--- config.mk ---
export PLATFORM = sky130hd
export DESIGN_NAME = rf_sequencer
export DESIGN_NICKNAME = d
export VERILOG_FILES = /design/src/rtl/rf_pkg.sv /design/src/rtl/rf_alu.sv /design/src/rtl/rf_sequencer.sv
export SDC_FILE = /design/constraint.sdc
export NUM_CORES = 1
export LEC_CHECK = 0
export CORE_MARGIN = 8
export CORE_UTILIZATION = 52
export DETAILED_ROUTE_END_ITERATION = 6
export PLACE_DENSITY = 0.87
export SLEW_MARGIN = 20
export SYNTH_ARGS = -nofsm -noshare
export SYNTH_HDL_FRONTEND = slang
export SYNTH_HIERARCHICAL = 1
export SYNTH_SLANG_ARGS = --single-unit
--- constraint.sdc ---
create_clock -name CLK -period 4.9 [get_ports CLK]
set_input_delay 0.98 -clock CLK [delete_from_list [all_inputs] [get_ports CLK]]
set_output_delay 0.98 -clock CLK [all_outputs]
set_load 0.01 [all_outputs]
--- src/rtl/rf_pkg.sv ---
// Shared types and defaults for the register-file sequencer and its ALU.
package rf_pkg;

  localparam int DEFAULT_DATA_W = 16;
  localparam int DEFAULT_ADDR_W = 4;

  typedef enum logic [2:0] {
    OP_ADD = 3'd0,
    OP_SUB = 3'd1,
    OP_AND = 3'd2,
    OP_OR  = 3'd3,
    OP_XOR = 3'd4,
    OP_MOV = 3'd5,
    OP_CMP = 3'd6,
    OP_LDI = 3'd7
  } op_t;

  typedef enum logic [1:0] {
    IDLE  = 2'd0,
    READ  = 2'd1,
    EXEC  = 2'd2,
    WRITE = 2'd3
  } state_t;

  // CMP only updates flags; every other op ends with a register write.
  function automatic logic writesBack(input op_t op);
    return op != OP_CMP;
  endfunction

endpackage

--- src/rtl/rf_alu.sv ---
// Combinational ALU: result = a op b, with zero/negative/carry-borrow flags.
module rf_alu
  import rf_pkg::*;
#(
  parameter int DATA_W = DEFAULT_DATA_W
) (
  input  op_t               op_i,
  input  logic [DATA_W-1:0] a_i,
  input  logic [DATA_W-1:0] b_i,
  output logic [DATA_W-1:0] result_o,
  output logic              z_o,
  output logic              n_o,
  output logic              c_o
);

  logic [DATA_W:0] sum;

  always_comb begin
    sum      = {1'b0, a_i} + {1'b0, b_i};
    result_o = '0;
    c_o      = 1'b0;
    case (op_i)
      OP_ADD: begin
        result_o = sum[DATA_W-1:0];
        c_o      = sum[DATA_W];
      end
      OP_SUB, OP_CMP: begin
        result_o = a_i - b_i;
        c_o      = (a_i < b_i);
      end
      OP_AND:  result_o = a_i & b_i;
      OP_OR:   result_o = a_i | b_i;
      OP_XOR:  result_o = a_i ^ b_i;
      OP_MOV:  result_o = a_i;
      // LDI never reaches EXEC; its value is loaded directly by the sequencer.
      OP_LDI:  result_o = b_i;
      default: result_o = '0;
    endcase
    z_o = (result_o == '0);
    n_o = result_o[DATA_W-1];
  end

endmodule

--- src/rtl/rf_sequencer.sv ---
// Sequencer that reads two registers, runs them through rf_alu and writes
// the result back through register-file port B, one instruction at a time.
module rf_sequencer
  import rf_pkg::*;
#(
  parameter int DATA_W = DEFAULT_DATA_W,
  parameter int ADDR_W = DEFAULT_ADDR_W
) (
  input  logic              CLK,
  input  logic              RST,
  input  logic              instr_valid,
  output logic              instr_ready,
  input  logic [2:0]        instr_op,
  input  logic [ADDR_W-1:0] instr_ra,
  input  logic [ADDR_W-1:0] instr_rb,
  input  logic [DATA_W-1:0] instr_imm,
  output logic [ADDR_W-1:0] Addr_A,
  output logic [ADDR_W-1:0] Addr_B,
  output logic              WR,
  output logic [DATA_W-1:0] Data_in,
  input  logic [DATA_W-1:0] Src,
  input  logic [DATA_W-1:0] Dest,
  output logic              done,
  output logic [DATA_W-1:0] result,
  output logic              flag_z,
  output logic              flag_n,
  output logic              flag_c
);

  state_t            state_q, state_d;
  op_t               op_q;
  op_t               instrOp;
  logic [ADDR_W-1:0] ra_q, rb_q;
  logic [DATA_W-1:0] result_q, result_d;
  logic              z_q, z_d, n_q, n_d, c_q, c_d;
  logic              cmpDone_q;
  logic              accept;

  logic [DATA_W-1:0] aluResult;
  logic              aluZ, aluN, aluC;

  assign instrOp = op_t'(instr_op);
  assign accept  = instr_valid && (state_q == IDLE);

  rf_alu #(.DATA_W(DATA_W)) u_alu (
    .op_i     (op_q),
    .a_i      (Src),
    .b_i      (Dest),
    .result_o (aluResult),
    .z_o      (aluZ),
    .n_o      (aluN),
    .c_o      (aluC)
  );

  always_comb begin
    state_d = state_q;
    case (state_q)
      IDLE:    if (accept) state_d = (instrOp == OP_LDI) ? WRITE : READ;
      READ:    state_d = EXEC;
      EXEC:    state_d = writesBack(op_q) ? WRITE : IDLE;
      WRITE:   state_d = IDLE;
      default: state_d = IDLE;
    endcase
  end

  always_comb begin
    result_d = result_q;
    z_d      = z_q;
    n_d      = n_q;
    c_d      = c_q;
    if (accept && instrOp == OP_LDI) begin
      result_d = instr_imm;
    end else if (state_q == EXEC) begin
      result_d = aluResult;
      z_d      = aluZ;
      n_d      = aluN;
      c_d      = aluC;
    end
  end

  always_ff @(posedge CLK) begin
    if (RST) begin
      state_q   <= IDLE;
      op_q      <= OP_ADD;
      ra_q      <= '0;
      rb_q      <= '0;
      result_q  <= '0;
      z_q       <= 1'b0;
      n_q       <= 1'b0;
      c_q       <= 1'b0;
      cmpDone_q <= 1'b0;
    end else begin
      state_q   <= state_d;
      result_q  <= result_d;
      z_q       <= z_d;
      n_q       <= n_d;
      c_q       <= c_d;
      cmpDone_q <= (state_q == EXEC) && !writesBack(op_q);
      if (accept) begin
        op_q <= instrOp;
        ra_q <= instr_ra;
        rb_q <= instr_rb;
      end
    end
  end

  // RST masks WR and done so nothing escapes during the reset cycle itself.
  always_comb begin
    Addr_A  = '0;
    Addr_B  = '0;
    WR      = 1'b0;
    Data_in = '0;
    case (state_q)
      READ: begin
        Addr_A = ra_q;
        Addr_B = rb_q;
      end
      WRITE: begin
        Addr_B  = rb_q;
        WR      = !RST;
        Data_in = result_q;
      end
      default: ;
    endcase
  end

  assign done        = ((state_q == WRITE) || cmpDone_q) && !RST;
  assign instr_ready = (state_q == IDLE);
  assign result      = result_q;
  assign flag_z      = z_q;
  assign flag_n      = n_q;
  assign flag_c      = c_q;

endmodule

==> impl_metrics.tcl, run 1 <==
set metrics [dict create \
    clk_pin_slew_ps 70 \
    via_count 5261 \
    initial_core_util 0.531 \
    area_growth_pct 28.0 \
    synth_area_per_cell_um2 7.44 \
    crit_fanout 4 \
    synth_seq_cells 33 \
    grt_max_degree 30 \
    antenna_found_initial 0 \
    finalMaxSlewViolations 0 \
    cts_tree "done" \
    worst_ep_arrival_time_ps 4930 \
    cp_common_cell "or4_1" \
    top_layer "met4" \
    total_power_w 0.00123 \
    drc 0 \
    holdCritStartpoint "rb_q[2]" \
    fin_crit_ps 4710 \
    post-cts-setup-buffers 0 \
    clockBufferDepth 2 \
    fin_ws_ps 192 \
    hold_class "flop to flop" \
    hold_depth 2 \
    synth_nets 728 \
    wl_met3_um 2040 \
    routedWlPerCell_um 20.8 \
    post-route-period-util 0.961 \
    die_x_um 110 \
    required_ps 5120 \
    worstSkewPairLatency_ps 300 \
    gp_congestion 0.997 \
    root_buffer "clkbuf_8" \
    synth_edf_count 0 \
    hold_viol 0 \
    setup_violations 0 \
    antenna_cells 0 \
    fmax_mhz 212 \
    cts_sinks 33 \
    r2r_end "flag_z" \
    yosysSeqAreaShare 0.144 \
    met2_length_um 7670 \
    place_hpwl_um 13300 \
    fin_tns_setup_ps 0 \
    hold_end "rb_q[2]" \
    grt_pass1_wl_um 26700 \
    critPathTopFamily "simple AND/OR/NAND/NOR gates" \
    fillCellCount 723 \
    placed_cells 814 \
    die_y_um 110 \
    status "completed" \
    async_flop_share 0 \
    multi_input_area_mm2 0.00349 \
    vias_per_cell 6.40 \
    regArea_um2 661 \
    wirelength_met1_um 6800 \
    reg2reg_slack_ps 970 \
    numCtsBuffers 5 \
    fp.coreArea_mm2 0.00864 \
    slowest_stage "or4_1" \
    io_pins 108 \
    final_cell_mix "clkdlybuf4s50_1, nor2_1, inv_1, ha_1, mux2i_1" \
    synthCells 616 \
    final_common_cell "clkdlybuf4s50_1" \
    pre_cts_ws_ps -118 \
    criticalPathCategory "input port to flop" \
    layout-drive-gt1-share 0.0966 \
    start_kind "input port" \
    crit_buf_inv 3 \
    critPathMaxStageDelay_ps 560 \
    rows 34 \
    die_area_mm2 0.0121 \
    antenna_left 0 \
    leakage_nw 2.46 \
    first_pass_iters 7 \
    grt_pass1_vias 5265 \
    r2r-start "op_q[1]" \
    irDropWorstVdd_mv 0.280 \
    synth.distinct_cells 72 \
    endpoint_kind "flop" \
    synthesis.area_mm2 0.00458 \
    grt-ovfl-total 0 \
    nets 825 \
    worst_pin_slew_ps 942 \
    synth-main-ff-cell "dfxtp_1" \
    htree_levels 2 \
    power.density_mw_per_mm2 210 \
    rr_worst_depth 11 \
    instances_no_fill 822 \
    path_cells "clkdlybuf4s50_1 -> ha_1 -> inv_1 -> fa_1 -> nor2b_1 -> buf_4 -> o21ai_1 -> a31oi_1 -> o32ai_2 -> o221ai_2 -> or4_1 -> or4_1 -> or4_1 -> nor4_2 -> mux2i_1 -> nor2_1" \
    maxCapViolations 0 \
    rsz0062_at_grt "no" \
    drt_iter0_drc 567 \
    port_buffers 107 \
    slew_headroom 0.371 \
    drt-total-wl_um 17100 \
    synth_warnings 6 \
    critPathLaunch "Dest[0]" \
    fin_skew_ps 6.96 \
    track_usage 0.278 \
]
-- metrics by stage --
stage,cell area (um2),hold WS (ps),util
floorplan,4580,452,-
global placement,5770,464,0.668
detailed placement,5770,473,0.668
CTS,5860,489,0.678
global route,5870,532,0.679
finish,5870,487,0.679
-- power by group --
group / internal (W) / leakage [nW] / total [W] / switching, W
Combinational: 0.000306 / 2.14 / 0.000693 / 0.000388
Clock: 0.0000980 / 0.0439 / 0.000205 / 0.000107
Sequential: 0.000294 / 0.270 / 0.000334 / 0.0000400
-- worst min-delay path: stages, from the launching register on --
cell and delay (ps):
dfxtp_1 320, mux2i_1 60, nor2_1 70
-- logic make-up (layout without fill, tap and decap cells) --
kind of cell | Yosys count | count (layout) | synth area share
DFF | 33 | 33 | 0.144
AOI/OAI and AO/OA | 182 | 182 | 0.295
buffers and inverters | 100 | 198 | 0.0961
xor gates and xnor gates | 2 | 2 | 0.00382
muxes | 38 | 38 | 0.0830
and+or+nand+nor | 211 | 211 | 0.238
adders and majority gates | 50 | 50 | 0.140
-- synth_stat cells (12+ instances only) --
master,number,area share
nor2_1,68,0.056
inv_1,50,0.041
ha_1,48,0.13
mux2i_1,38,0.083
a21oi_1,36,0.039
nand2_1,35,0.029
o21ai_0,35,0.038
dfxtp_1,33,0.14
clkbuf_1,24,0.020
and3_1,20,0.027
a221oi_1,14,0.027
and2_1,14,0.019
nor3_1,12,0.013
-- final cells by class --
cell class / count / area share
well taps: 108 / 0.0230
clock buffers: 5 / 0.0117
clock inverters: 3 / 0.00299
repair buffers: 136 / 0.220
inverters: 54 / 0.0346
flip-flops and latches: 33 / 0.113
multi-input cells: 483 / 0.595
-- per-layer routing --
metal,GRT usage,vias to the layer above
met1,0.343,2413
met5,0,-
met3,0.0662,48
met2,0.448,359
li1,-,2441
met4,0.129,0
-- sequential cells by signal, indices dropped and copies added (netlist names) --
name	count
flag_n	1
op_q	3
rb_q	4
flag_z	1
result	16
flag_c	1
cmpDone_q	1
ra_q	4
state_q	2
-- worst max-delay path by stage --
stage	to	slack, ps	depth (start not counted)
2_1_floorplan	flag_z	670	15
4_1_cts	flag_z	170	16
5_1_grt	flag_z	10	16
3_5_place_dp	flag_z	-120	16
6_report	flag_z	190	16
3_3_place_gp	flag_z	60	15
-- what timing repair did --
action,4_1_cts,5_1_grt
hold buffers,0,0
setup endpoints to repair,0,1
endpoints found under the hold margin,0,0
resized for setup,0,2
No activity file was read; power rests on OpenSTA's default activity.
==> inputs of run 2 (changes only) <==
--- a/config.mk
+++ b/config.mk
@@ -8,7 +8,7 @@
 export CORE_MARGIN = 8
 export CORE_UTILIZATION = 52
 export DETAILED_ROUTE_END_ITERATION = 6
-export PLACE_DENSITY = 0.87
+export PLACE_DENSITY = 0.86
 export SLEW_MARGIN = 20
 export SYNTH_ARGS = -nofsm -noshare
 export SYNTH_HDL_FRONTEND = slang
==> impl_metrics.tcl, run 2 (synthesized netlist as in run 1, its figures left out) <==
set metrics [dict create \
    irDropWorstVdd_mv 0.275 \
    layout-drive-gt1-share 0.118 \
    start_kind "input port" \
    hold_class "flop to flop" \
    largest_register_ffs 16 \
    final_common_cell "clkdlybuf4s50_1" \
    root_buffer "clkbuf_8" \
    power.density_mw_per_mm2 209 \
    seqPwrFrac 0.266 \
    first_pass_iters 5 \
    track_usage 0.276 \
    grt_pass1_vias 5249 \
    clockBufferDepth 2 \
    fp.coreArea_mm2 0.00864 \
    hold_viol 0 \
    criticalPathCategory "input port to flop" \
    instances_no_fill 827 \
    p_comb_frac 0.565 \
    antenna_cells 0 \
    setup_violations 0 \
    port_buffers 107 \
    fin_crit_ps 4730 \
    area_growth_pct 30.1 \
    swShare 0.426 \
    grt_pass1_wl_um 26700 \
    drc 0 \
    clkPwrFrac 0.169 \
    power.internal_w 0.000717 \
    numCtsBuffers 5 \
    grt_max_degree 35 \
    die_x_um 110 \
    drt_iter0_drc 393 \
    clk_pin_slew_ps 60 \
    die_y_um 110 \
    routedWlPerCell_um 20.7 \
    fin_tns_setup_ps 0 \
    vias_per_cell 6.35 \
    die_area_mm2 0.0121 \
    gp_congestion 0.975 \
    nets 831 \
    worst_pin_slew_ps 957 \
    cp_common_cell "or4_4" \
    maxCapViolations 0 \
    endpoint_kind "flop" \
    finalMaxSlewViolations 0 \
    cts_tree "done" \
    fin_skew_ps 6.43 \
    final_cell_mix "clkdlybuf4s50_1, nor2_1, inv_1, ha_1, mux2i_1" \
    status "completed" \
    required_ps 5110 \
    htree_levels 2 \
    worstSkewPairLatency_ps 290 \
    path_cells "clkdlybuf4s50_1 -> inv_1 -> ha_1 -> a211oi_1 -> a21o_1 -> o31ai_1 -> a221oi_1 -> o221ai_1 -> or4_4 -> or4_1 -> or4_4 -> nor4_4 -> mux2i_1 -> nor2_1" \
    drt-total-wl_um 17100 \
    hold_ws_ps 493 \
    antenna_found_initial 0 \
    total_power_w 0.00125 \
    grt-ovfl-total 0 \
    fmax_mhz 211 \
    worst_ep_arrival_time_ps 4940 \
    p_sw_w 0.000532 \
    crit_fanout 4 \
    via_count 5248 \
    place_hpwl_um 13000 \
    slew_headroom 0.362 \
    post-route-period-util 0.966 \
    antenna_left 0 \
    rows 34 \
    critPathMaxStageDelay_ps 540 \
    placed_cells 818 \
    slowest_stage "or4_4" \
    cts_sinks 33 \
    io_pins 108 \
    leakage_nw 2.52 \
    initial_core_util 0.531 \
]
## run 2: changes by cell type in the layout (fill, tap and decap cells not counted), moves of 3 or more
cell / before / now
clkdlybuf4s50_1: 107 / 104
dlymetal6s2s_1: 0 / 3
buf_4: 29 / 35
ha_2: 0 / 3
ha_1: 48 / 45
## run 2: worst max-delay path: cells and delay by family
| family | cells | cell delay [ps] |
|---|---|---|
| AND/OR/NAND/NOR | 5 | 1720 |
| adder cells (fa/ha/maj) | 1 | 370 |
| multiplexers | 1 | 110 |
| buffers and inverters | 2 | 620 |
| AO/OA/AOI/OAI | 5 | 1140 |
## run 2: layout make-up
type | count | area [um2]
Multi-Input combinational cell | 483 | 3530
Clock buffer | 6 | 82.6
Fill cell | 720 | 2670
Clock inverter | 1 | 7.51
Sequential cell | 33 | 661
Inverter | 54 | 203
Timing Repair Buffer | 142 | 1340
Tap cell | 108 | 135
## run 2: layer usage
layer / GRT usage / part of all wire / vias up / routed length, um
met5: 0 / 0 / - / 0
met4: 0.0935 / 0.026 / 0 / 439
met3: 0.0709 / 0.096 / 34 / 1640
met2: 0.454 / 0.46 / 249 / 7920
met1: 0.341 / 0.41 / 2507 / 7090
li1: - / - / 2458 / -
## run 2: what timing repair did
action | 4_1_cts | 5_1_grt
resized for setup | 0 | 18
endpoints found under the setup margin | 0 | 1
hold buffers | 0 | 0
setup buffers | 0 | 2
## run 2: path summary, 6_finish.rpt
path / start / to / slack (ps) / cells after the start
max reg2reg: op_q[2] / flag_z / 680 / 11
min: rb_q[1] / rb_q[1] / 490 / 2
min reg2reg: rb_q[1] / rb_q[1] / 490 / 2
max: Src[1] / flag_z / 170 / 14
## run 2: stage by stage
| stage | utilization | setup WS, ps | area, um2 |
|---|---|---|---|
| 2_1_floorplan | - | 669 | 4580 |
| 3_3_place_gp | 0.672 | 21.9 | 5800 |
| 3_5_place_dp | 0.672 | -194 | 5800 |
| 4_1_cts | 0.682 | 93.2 | 5890 |
| 5_1_grt | 0.691 | -9.08 | 5960 |
| 6_report | 0.691 | 168 | 5960 |
## run 2: power groups by stage
stage	clock network, W	registers (W)	logic (W)
after floorplan	0	0.000323	0.000435
after global placement	0	0.000334	0.000662
after CTS	0.000214	0.000330	0.000679
final	0.000212	0.000332	0.000705
after global routing	0.000222	0.000336	0.000757
after detailed placement	0	0.000336	0.000673
==> inputs of run 3 (changes only) <==
--- a/config.mk
+++ b/config.mk
@@ -6,9 +6,11 @@
 export NUM_CORES = 1
 export LEC_CHECK = 0
 export CORE_MARGIN = 8
-export CORE_UTILIZATION = 52
+export CORE_UTILIZATION = 53
+export CTS_BUF_LIST = sky130_fd_sc_hd__clkbuf_8
 export DETAILED_ROUTE_END_ITERATION = 6
-export PLACE_DENSITY = 0.86
+export PLACE_DENSITY = 0.87
+export SKIP_CTS_REPAIR_TIMING = 1
 export SLEW_MARGIN = 20
 export SYNTH_ARGS = -nofsm -noshare
 export SYNTH_HDL_FRONTEND = slang
==> impl_metrics.tcl, run 3 (synthesized netlist as in run 1, its figures left out) <==
set metrics [dict create \
    rsz0062_at_grt "no" \
    fin_crit_ps 4690 \
    p_sw_w 0.000534 \
    status "completed" \
    fin_ws_ps 214 \
    nets 829 \
    maxCapViolations 0 \
    cts_tree "done" \
    grt_pass1_vias 5257 \
    worstSkewPairLatency_ps 290 \
    io_pins 108 \
    power.density_mw_per_mm2 225 \
    clkPwrFrac 0.233 \
    rr_worst_depth 11 \
    largest_register_ffs 16 \
    place_hpwl_um 12900 \
    htree_levels 2 \
    grt_pass1_wl_um 27000 \
    rows 34 \
    port_buffers 107 \
    critPathCapture "flag_z" \
    root_buffer "clkbuf_8" \
    fp.coreArea_mm2 0.00855 \
    hold_viol 0 \
    reg2reg_slack_ps 840 \
    numCtsBuffers 5 \
    antenna_found_initial 0 \
    post-route-period-util 0.956 \
    drc 0 \
    antenna_left 0 \
    clockBufferDepth 2 \
    track_usage 0.281 \
    start_kind "input port" \
    routedWlPerCell_um 20.5 \
    final_common_cell "clkdlybuf4s50_1" \
    seqPwrFrac 0.249 \
    worst_pin_slew_ps 968 \
    setup_violations 0 \
    gp_congestion 0.981 \
    grt-ovfl-total 0 \
    first_pass_iters 5 \
    via_count 5276 \
    critPathLaunch "Dest[0]" \
    initial_core_util 0.536 \
    irDropWorstVdd_mv 0.269 \
    power.internal_w 0.000807 \
    layout-drive-gt1-share 0.103 \
    fin_tns_setup_ps 0 \
    final_cell_mix "clkdlybuf4s50_1, nor2_1, inv_1, ha_1, mux2i_1" \
    crit_fanout 3 \
    clk_pin_slew_ps 70 \
    vias_per_cell 6.39 \
    slew_headroom 0.353 \
    r2r-start "op_q[2]" \
    area_growth_pct 29.9 \
    r2r_end "flag_z" \
    die_x_um 109 \
    required_ps 5110 \
    fmax_mhz 213 \
    drt_iter0_drc 406 \
    die_y_um 109 \
    leakage_nw 2.50 \
    endpoint_kind "flop" \
    fin_skew_ps 7.80 \
    grt_max_degree 31 \
    pre_cts_ws_ps 2.06 \
    hold_class "flop to flop" \
    antenna_cells 0 \
    swShare 0.398 \
    drt-total-wl_um 16900 \
    finalMaxSlewViolations 0 \
    p_comb_frac 0.518 \
    die_area_mm2 0.0119 \
    cts_sinks 33 \
    worst_ep_arrival_time_ps 4900 \
    criticalPathCategory "input port to flop" \
]
[run 3: cell count changes in the layout (fill, tap and decap cells not counted), moves of 2 or more]
cell	delta
bufinv_16	+2
or4_4	-2
inv_2	-2
buf_4	-2
clkdlybuf4s50_1	+3
dlymetal6s2s_1	-3
or4_1	+2
inv_1	+2
ha_2	-3
ha_1	+3
[run 3: stage by stage]
step | power [W] | std cells | area [um2] | hold slack [ps] | utilization
5_1_grt | 0.00141 | 826 | 5950 | 517 | 0.696
6_report | 0.00134 | 826 | 5950 | 496 | 0.696
3_5_place_dp | 0.00101 | 818 | 5800 | 481 | 0.678
4_1_cts | 0.00132 | 826 | 5940 | 503 | 0.694
2_1_floorplan | 0.000758 | 616 | 4580 | 452 | -
3_3_place_gp | 0.000991 | 818 | 5800 | 465 | 0.678
[run 3: final cells by class]
| type | count | area (um2) |
|---|---|---|
| clock buffer | 5 | 68.8 |
| timing repair buffer | 140 | 1320 |
| tap | 108 | 135 |
| fill | 688 | 2600 |
| clock inverter | 3 | 68.8 |
| inverter | 54 | 203 |
| multi-input combinational | 483 | 3500 |
| sequential | 33 | 661 |
[run 3: per-layer routing]
layer | vias up | wire length [um] | GRT usage
met2 | 307 | 7970 | 0.468
met5 | - | 0 | 0
met4 | 0 | 350 | 0.0899
met3 | 41 | 1920 | 0.0887
met1 | 2483 | 6680 | 0.335
li1 | 2445 | - | -
[run 3: power by group through the flow]
stage	clock network [W]	registers [W]	logic [W]
2_1_floorplan	0	0.000323	0.000435
3_3_place_gp	0	0.000334	0.000656
3_5_place_dp	0	0.000337	0.000669
4_1_cts	0.000316	0.000332	0.000675
5_1_grt	0.000330	0.000338	0.000745
6_report	0.000312	0.000334	0.000695
[run 3: worst max-delay path, stage by stage]
cell and delay (ps):
clkdlybuf4s50_1 520, ha_1 210, inv_1 70, fa_1 430
nor2b_2 180, o22ai_1 120, o211ai_1 200, o221ai_1 150
or3_1 400, or4_1 420, or4_1 400, or4_1 440
nor4_2 170, mux2i_1 110, nor2_1 100
[run 3: worst min-delay path by stage]
stage,cells after the start,start,slack [ps],endpoint
finish,2,ra_q[0],500,ra_q[0]
global route,2,flag_c,520,flag_c
CTS,2,rb_q[2],500,rb_q[2]
detailed placement,2,rb_q[2],480,rb_q[2]
global placement,2,rb_q[1],470,rb_q[1]
floorplan,2,ra_q[0],450,ra_q[0]
